===== config.mk =====
export PLATFORM = sky130hd
export DESIGN_NAME = mem_access_unit
export DESIGN_NICKNAME = d
export VERILOG_FILES = /design/src/rtl/mem_access_unit.sv
export SDC_FILE = /design/constraint.sdc
export NUM_CORES = 1
export LEC_CHECK = 0
export BUFFER_PORTS_ARGS = -buffer_cell sky130_fd_sc_hd__buf_2
export CAP_MARGIN = 20
export CORE_MARGIN = 4
export CORE_UTILIZATION = 50
export DETAILED_ROUTE_END_ITERATION = 6
export PLACE_DENSITY_LB_ADDON = 0.25
export SLEW_MARGIN = 40
export SYNTH_ARGS = -nofsm -noshare
export SYNTH_HDL_FRONTEND = slang
export SYNTH_SLANG_ARGS = --single-unit

===== constraint.sdc =====
create_clock -name i_clk -period 4.9 [get_ports i_clk]
set_input_delay 0.49 -clock i_clk [delete_from_list [all_inputs] [get_ports i_clk]]
set_output_delay 0.49 -clock i_clk [all_outputs]
set_load 0.005 [all_outputs]

===== src/rtl/mem_access_unit.sv =====
// Load/store unit between the CPU datapath and a word-organized data memory.
// Sub-word stores are done as read-modify-write; sub-word loads are extended.
//
// state | meaning
// IDLE  | ready for a request, memory address held
// RD    | read address presented to memory
// CAP   | read data available, extended load result captured
// MRG   | read data available, store lane merged into write word
// WR    | write-enable asserted for one cycle
// RESP  | one-cycle completion pulse
module mem_access_unit #(
    parameter int ADDR_W = 6,
    parameter int DATA_W = 32
) (
    input  logic              i_clk,
    input  logic              i_reset,
    input  logic              i_req_valid,
    output logic              o_req_ready,
    input  logic              i_req_we,
    input  logic [1:0]        i_req_size,
    input  logic              i_req_unsigned,
    input  logic [ADDR_W+1:0] i_req_addr,
    input  logic [DATA_W-1:0] i_req_wdata,
    output logic              o_resp_valid,
    output logic [DATA_W-1:0] o_resp_rdata,
    output logic              o_resp_err,
    output logic [ADDR_W-1:0] o_mem_address,
    output logic [DATA_W-1:0] o_mem_write_data,
    output logic              o_mem_we2,
    input  logic [DATA_W-1:0] i_mem_read_data
);

    localparam logic [2:0] S_IDLE = 3'd0;
    localparam logic [2:0] S_RD   = 3'd1;
    localparam logic [2:0] S_CAP  = 3'd2;
    localparam logic [2:0] S_MRG  = 3'd3;
    localparam logic [2:0] S_WR   = 3'd4;
    localparam logic [2:0] S_RESP = 3'd5;

    logic [2:0]        r_state;
    logic              r_we;
    logic [1:0]        r_size;
    logic              r_unsigned;
    logic [1:0]        r_lane;
    logic [ADDR_W-1:0] r_addr;
    logic [DATA_W-1:0] r_wdata;
    logic [DATA_W-1:0] r_rdata;
    logic              r_err;

    logic              w_err;
    logic [7:0]        w_byte;
    logic [15:0]       w_half;
    logic [DATA_W-1:0] w_load;
    logic [DATA_W-1:0] w_merged;

    assign w_err = (i_req_size == 2'b11) ||
                   (i_req_size == 2'b01 && i_req_addr[0]) ||
                   (i_req_size == 2'b10 && i_req_addr[1:0] != 2'b00);

    always_comb begin
        w_byte = i_mem_read_data[7:0];
        case (r_lane)
            2'd1:    w_byte = i_mem_read_data[15:8];
            2'd2:    w_byte = i_mem_read_data[23:16];
            2'd3:    w_byte = i_mem_read_data[31:24];
            default: w_byte = i_mem_read_data[7:0];
        endcase
        w_half = r_lane[1] ? i_mem_read_data[31:16] : i_mem_read_data[15:0];
        case (r_size)
            2'b00:   w_load = r_unsigned ? {24'h0, w_byte} : {{24{w_byte[7]}}, w_byte};
            2'b01:   w_load = r_unsigned ? {16'h0, w_half} : {{16{w_half[15]}}, w_half};
            default: w_load = i_mem_read_data;
        endcase
    end

    // Only the addressed lane is replaced; the rest comes from the word just read.
    always_comb begin
        w_merged = i_mem_read_data;
        if (r_size == 2'b00) begin
            case (r_lane)
                2'd1:    w_merged[15:8]  = r_wdata[7:0];
                2'd2:    w_merged[23:16] = r_wdata[7:0];
                2'd3:    w_merged[31:24] = r_wdata[7:0];
                default: w_merged[7:0]   = r_wdata[7:0];
            endcase
        end else if (r_size == 2'b01) begin
            if (r_lane[1]) w_merged[31:16] = r_wdata[15:0];
            else           w_merged[15:0]  = r_wdata[15:0];
        end
    end

    always_ff @(posedge i_clk or negedge i_reset) begin
        if (!i_reset) begin
            r_state    <= S_IDLE;
            r_we       <= 1'b0;
            r_size     <= 2'b00;
            r_unsigned <= 1'b0;
            r_lane     <= 2'b00;
            r_addr     <= '0;
            r_wdata    <= '0;
            r_rdata    <= '0;
            r_err      <= 1'b0;
        end else begin
            case (r_state)
                S_IDLE: begin
                    if (i_req_valid) begin
                        r_we       <= i_req_we;
                        r_size     <= i_req_size;
                        r_unsigned <= i_req_unsigned;
                        r_lane     <= i_req_addr[1:0];
                        r_addr     <= i_req_addr[ADDR_W+1:2];
                        r_wdata    <= i_req_wdata;
                        if (w_err) begin
                            r_err   <= 1'b1;
                            r_rdata <= '0;
                            r_state <= S_RESP;
                        end else if (i_req_we && i_req_size == 2'b10) begin
                            r_state <= S_WR;
                        end else begin
                            r_state <= S_RD;
                        end
                    end
                end
                S_RD:  r_state <= r_we ? S_MRG : S_CAP;
                S_CAP: begin
                    r_rdata <= w_load;
                    r_err   <= 1'b0;
                    r_state <= S_RESP;
                end
                S_MRG: begin
                    r_wdata <= w_merged;
                    r_state <= S_WR;
                end
                S_WR: begin
                    r_rdata <= '0;
                    r_err   <= 1'b0;
                    r_state <= S_RESP;
                end
                default: r_state <= S_IDLE;
            endcase
        end
    end

    assign o_req_ready      = (r_state == S_IDLE);
    assign o_resp_valid     = (r_state == S_RESP);
    assign o_resp_rdata     = r_rdata;
    assign o_resp_err       = r_err;
    assign o_mem_address    = r_addr;
    assign o_mem_write_data = r_wdata;
    assign o_mem_we2        = (r_state == S_WR);

endmodule


==> out/results.txt, run 1 <==
fin crit share -> 54.2%
final-report setup violation count -> 0
cell area after synthesis -> 4410 µm²
CTS Buffer Depth -> 2
Num CTS Buffers -> 9
startpoint types -> flip-flop
Clock Skew -> 0.0145 ns
sequential share of the synthesized area -> 45.4%
min-delay worst type -> input pin to asynchronous set/reset pin
Fmax -> 377 MHz
FF+latch count, synth -> 80
Yosys cell types -> 48
fraction of registers with async set/reset -> 100%
Worst path top cell family by delay -> simple AND/OR/NAND/NOR gates
Placed Area -> 5140 µm²
Syn Area/Cell -> 10.6 µm²
n_diodes -> 0
fin crit period -> 2.65 ns
Final Cell Area -> 5360 µm²
Post-synth EDFFs -> 0
TritonRoute pass-1 iters -> 6
floorplan core area -> 8640 µm²
status -> completed
PortBufs -> 152
CP max FO -> 24
total grt overflow -> 0
Initial Util -> 51.1%
# IOs -> 153
fin nets -> 625
Rel. slew slack -> 44.5%
ratio of cells with drive above 1 in the final layout -> 37.7%
H-Tree Depth -> 3
global-route wire length before repair -> 20.5 mm
Clock Tree Root -> clkbuf_8
clock tree from TritonCTS -> built
setup repair bufs after CTS -> 0
Critical Path RT -> 5.19 ns
CP peak stage delay -> 0.90 ns
Final HPWL DP -> 10.0 mm
LEAKAGE -> 0.00271 µW
initial antenna violation count -> 0
Setup crit end kind -> flip-flop
Slew Viols, Final -> 0
Post-Synthesis Net Count -> 495
cts repair resizes -> 0
vias in the first global route -> 3801
crit path cell chain -> nand2b_1 -> nor2_1 -> o221ai_1 -> nand2_1
GRT Total Usage -> 25.9%
WP data arrival -> 2.95 ns
Synth Instances -> 416
routed wire length per instance -> 20.7 µm
Clock Latency Late Sink -> 0.36 ns
worst-margin pin slew -> 0.832 ns
fillers -> 737
1st-iter DRT viols -> 239
Hold Fails Final Rpt -> 0
clock sinks -> 80
die area -> 10400 µm²
Ys Warns -> 0
pin count of the biggest net entering global routing -> 81
vias per inst -> 6.09
CP Class -> flip-flop to flip-flop
Max Cap Viol -> 0
Routed WL -> 13.6 mm
TNS Setup -> 0 ns
RSZ-0062 raised after global routing -> no
Bufs and invs on worst path -> 0
via count of the routed design -> 4015
synth-to-layout area growth -> 21.5%
Detail Route Antenna Nets -> 0
Reg clk slew, reported paths -> 0.09 ns
site row count -> 34
CP max-delay cell -> dfrtp_1
main area contributors after synthesis -> dfrtp_1, mux2_4, mux2i_1, a221o_1, a21oi_1
# DRC -> 0
pwr dens -> 657 nW/µm²
die width -> 102 µm
Die Height -> 102 µm
Hold Buf Count CTS -> 0
R2R setup slack -> 2.25 ns
commonest cells in the synthesized netlist -> dfrtp_1, nand2_1, a21oi_1
most frequent cell after synthesis -> dfrtp_1
Final GP Congestion -> 0.910
ys flop type -> dfrtp_1
Worst IR Drop VDD -> 285 µV
largest area contributor in the synthesized netlist -> dfrtp_1
Synth top area share -> 45.4%
[cell usage in the layout (no fill, tap or decap), types with 3 or more instances in the layout]
master | netlist | final
o21ai_0 | 13 | 13
a21oi_1 | 31 | 31
clkbuf_8 | 0 | 10
nor3b_1 | 6 | 6
buf_2 | 14 | 151
a22oi_1 | 9 | 9
o221ai_1 | 10 | 10
dfrtp_1 | 80 | 80
mux2_2 | 8 | 8
o2bb2ai_1 | 6 | 6
nor3_1 | 4 | 4
o22a_1 | 7 | 7
a21o_1 | 5 | 5
a22o_1 | 8 | 8
nor2b_1 | 4 | 4
a221o_1 | 16 | 16
mux2i_1 | 23 | 23
a221oi_1 | 3 | 3
a211oi_1 | 10 | 10
buf_4 | 3 | 3
o32ai_1 | 6 | 6
o22ai_1 | 3 | 3
and3b_1 | 5 | 5
mux2_4 | 16 | 16
and3_1 | 8 | 8
nand2b_1 | 4 | 3
nor2_1 | 23 | 22
inv_1 | 10 | 10
nand2_1 | 39 | 39
[area by class of cell]
| class | instances | area, µm² | area share, % |
|---|---|---|---|
| Clock buffer | 10 | 138 | 2.57 |
| Clock inverter | 6 | 66.3 | 1.24 |
| Inverter | 10 | 37.5 | 0.700 |
| Multi-Input combinational cell | 289 | 2170 | 40.6 |
| Sequential cell | 80 | 2000 | 37.3 |
| Tap cell | 108 | 135 | 2.52 |
| Timing Repair Buffer | 156 | 810 | 15.1 |
[stage by stage]
stage,worst slack [ns],utilization (%),hold slack (ns),instances,power (µW)
global route,2.13,62.1,0.0523,659,3750
global placement,2.42,59.3,0.457,642,2950
CTS,2.33,61.8,0.197,658,3520
floorplan,3.18,-,0.194,416,2430
detailed placement,2.37,59.5,0.466,642,3010
finish,2.25,62.1,0.0239,659,3520
[sequential cells by signal, summed over array words and instances, names as in the netlist]
| register | flops |
|---|---|
| o_mem_write_data | 32 |
| o_resp_rdata | 32 |
| o_mem_address | 6 |
| r_state | 3 |
| r_lane | 2 |
| r_size | 2 |
| o_resp_err | 1 |
| r_unsigned | 1 |
| r_we | 1 |
[worst paths after layout]
| kind | startpoint | to | depth (start not counted) |
|---|---|---|---|
| max | r_lane[1] | o_mem_write_data[31] | 4 |
| min | i_reset | r_state[0] | 1 |
| max reg2reg | r_lane[1] | o_mem_write_data[31] | 4 |
| min reg2reg | o_resp_rdata[7] | o_resp_rdata[7] | 1 |
| max in group asynchronous | i_reset | o_resp_rdata[1] | 2 |
| min in group i_clk | i_req_unsigned | r_unsigned | 3 |
[metal layers]
layer	GRT usage [%]	up-vias	share of wire, %
li1	-	1828	-
met1	37.0	1952	43
met2	38.7	203	45
met3	4.64	32	8.6
met4	11.5	0	3.2
met5	0	-	0
[cells by family (layout without fill, tap and decap cells)]
family          after synthesis  after routing  share of synthesized area, %
simple gates                108            108                          13.2
mux                          48             48                          13.2
compound gates              133            133                          22.4
flops                        80             80                          45.4
buf+inv                      47            182                          5.84
[report_power, final]
group	leakage [µW]	switching, µW	total (µW)	internal (µW)
logic	0.00159	832	1670	837
registers	0.00101	359	1340	984
clock network	0.000107	258	509	251
total	0.00271	1450	3520	2070
No activity file was read; power rests on OpenSTA's default activity.
==> run 2, diff against run 1 <==
- CORE_UTILIZATION: 50 -> 46
- clock period: 4.9 -> 2.3 ns (I/O delays scaled with it)
==> run 2 against run 1 <==
Routed wire length rose by 2.2%. Global-route usage fell by 0.78 points. Via count rose by 1.3%. Die area rose by 8.0%. Sequential power rose by 110%. Power rose by 110%. Sequential share of layout area fell by 0.81 points. Maximum frequency rose by 25%. Critical path type unchanged. Largest cell class unchanged.
==> out/results.txt, run 2 (synthesis results as in run 1) <==
die area -> 11200 µm²
Detail Route Antenna Nets -> 0
setup repair bufs after CTS -> 0
via count of the routed design -> 4069
met1 Resource Use GR -> 34.0%
WP data arrival -> 2.39 ns
Clock Skew -> 0.0134 ns
Worst path top cell family by delay -> simple AND/OR/NAND/NOR gates
M3 GR Usage -> 4.98%
CP max-delay cell -> and4_1
Clock Tree Root -> clkbuf_8
clock sinks -> 80
Fmax -> 473 MHz
Clock Latency Late Sink -> 0.34 ns
GRT met2 Usage -> 39.2%
PortBufs -> 152
Layout Cells excl Fill -> 697
pin count of the biggest net entering global routing -> 48
startpoint types -> flip-flop
Bufs and invs on worst path -> 0
Final GP Congestion -> 0.894
Hold Buf Count CTS -> 1
Num CTS Buffers -> 9
CP peak stage delay -> 0.68 ns
Max Cap Viol -> 0
fin nets -> 642
LEAKAGE -> 0.00277 µW
worst-margin pin slew -> 0.682 ns
Die Height -> 106 µm
CP max FO -> 17
Worst IR Drop VDD -> 542 µV
clock tree from TritonCTS -> built
commonest non-fill, non-tap cell in the layout -> buf_2
vias in the first global route -> 4255
1st-iter DRT viols -> 306
Critical Path RT -> 2.57 ns
TritonRoute pass-1 iters -> 4
CTS Buffer Depth -> 2
floorplan core area -> 9280 µm²
fin crit share -> 91.9%
Setup crit end kind -> flip-flop
# DRC -> 0
Slew Viols, Final -> 0
routed wire length per instance -> 20.0 µm
fin crit period -> 2.11 ns
RSZ-0062 raised after global routing -> no
Top Usage Layer GRT -> met2
initial antenna violation count -> 0
ratio of cells with drive above 1 in the final layout -> 38.9%
Routed WL -> 13.9 mm
H-Tree Depth -> 3
placed cells -> 680
# IOs -> 153
status -> completed
n_diodes -> 0
Hold Fails Final Rpt -> 0
Reg clk slew, reported paths -> 0.08 ns
pwr dens -> 1380 nW/µm²
crit path cell chain -> nor4b_2 -> nor4_1 -> and4_1 -> a221o_1
fillers -> 849
CP Class -> flip-flop to flip-flop
cts repair resizes -> 0
min-delay worst type -> input pin to flip-flop
Initial Util -> 47.5%
GRT Total Usage -> 25.1%
die width -> 106 µm
most frequent cells in the layout -> buf_2, dfrtp_1, nand2_1
global-route wire length before repair -> 22.3 mm
total grt overflow -> 0
synth-to-layout area growth -> 24.2%
Rel. slew slack -> 54.6%
vias per inst -> 5.84
TNS Setup -> 0 ns
final-report setup violation count -> 0
Final HPWL DP -> 10.7 mm
site row count -> 35
==> run 2: metrics by stage <==
step / setup slack [ns] / power, µW / hold slack, ns / util (%) / area [µm²]
after floorplan: 0.584 / 5170 / -0.0656 / - / 4410
after global placement: 0.385 / 6470 / 0.211 / 57.0 / 5290
after detailed placement: 0.271 / 6620 / 0.220 / 57.0 / 5290
after CTS: 0.244 / 7580 / 0.0857 / 59.0 / 5480
after global routing: 0.0166 / 8120 / 0.111 / 59.0 / 5480
final: 0.185 / 7560 / 0.102 / 59.0 / 5480
==> run 2: worst register-to-register path, cell delays in order, from the launching register on <==
cell and delay (ns):
dfrtp_1 0.60, nor4b_2 0.28, nor4_1 0.28, and4_1 0.68, a221o_1 0.21
==> run 2: final cells by class <==
class | instances | area (µm²) | area share [%]
timing repair buffer | 173 | 936 | 17.1
clock buffer | 12 | 155 | 2.83
multi-input combinational | 289 | 2160 | 39.4
tap | 129 | 161 | 2.94
sequential | 80 | 2000 | 36.5
inverter | 10 | 37.5 | 0.685
clock inverter | 4 | 28.8 | 0.525
==> run 2: metal layers <==
layer  vias up  wire length, µm
met5         -                0
met4         0              454
met3        42             1090
met2       179             6380
met1      1986             6000
li1       1862                -
==> run 2: worst paths after layout <==
kind / startpoint / endpoint / slack, ns / cells past startpoint
max in group asynchronous: i_reset / o_mem_write_data[6] / 1.29 / 3
worst min-delay path: i_req_unsigned / r_unsigned / 0.10 / 3
min in group asynchronous: i_reset / r_we / 0.38 / 2
worst max-delay path: r_lane[1] / o_resp_rdata[21] / 0.19 / 4
worst min register to register: o_resp_rdata[0] / o_resp_rdata[0] / 0.49 / 1
worst max register to register: r_lane[1] / o_resp_rdata[21] / 0.19 / 4
==> run 2: power breakdown <==
| part | total [µW] | internal [µW] | switching, µW |
|---|---|---|---|
| Sequential | 2780 | 2100 | 683 |
| Combinational | 3820 | 1920 | 1900 |
| Clock | 958 | 452 | 506 |
| Total | 7560 | 4470 | 3090 |
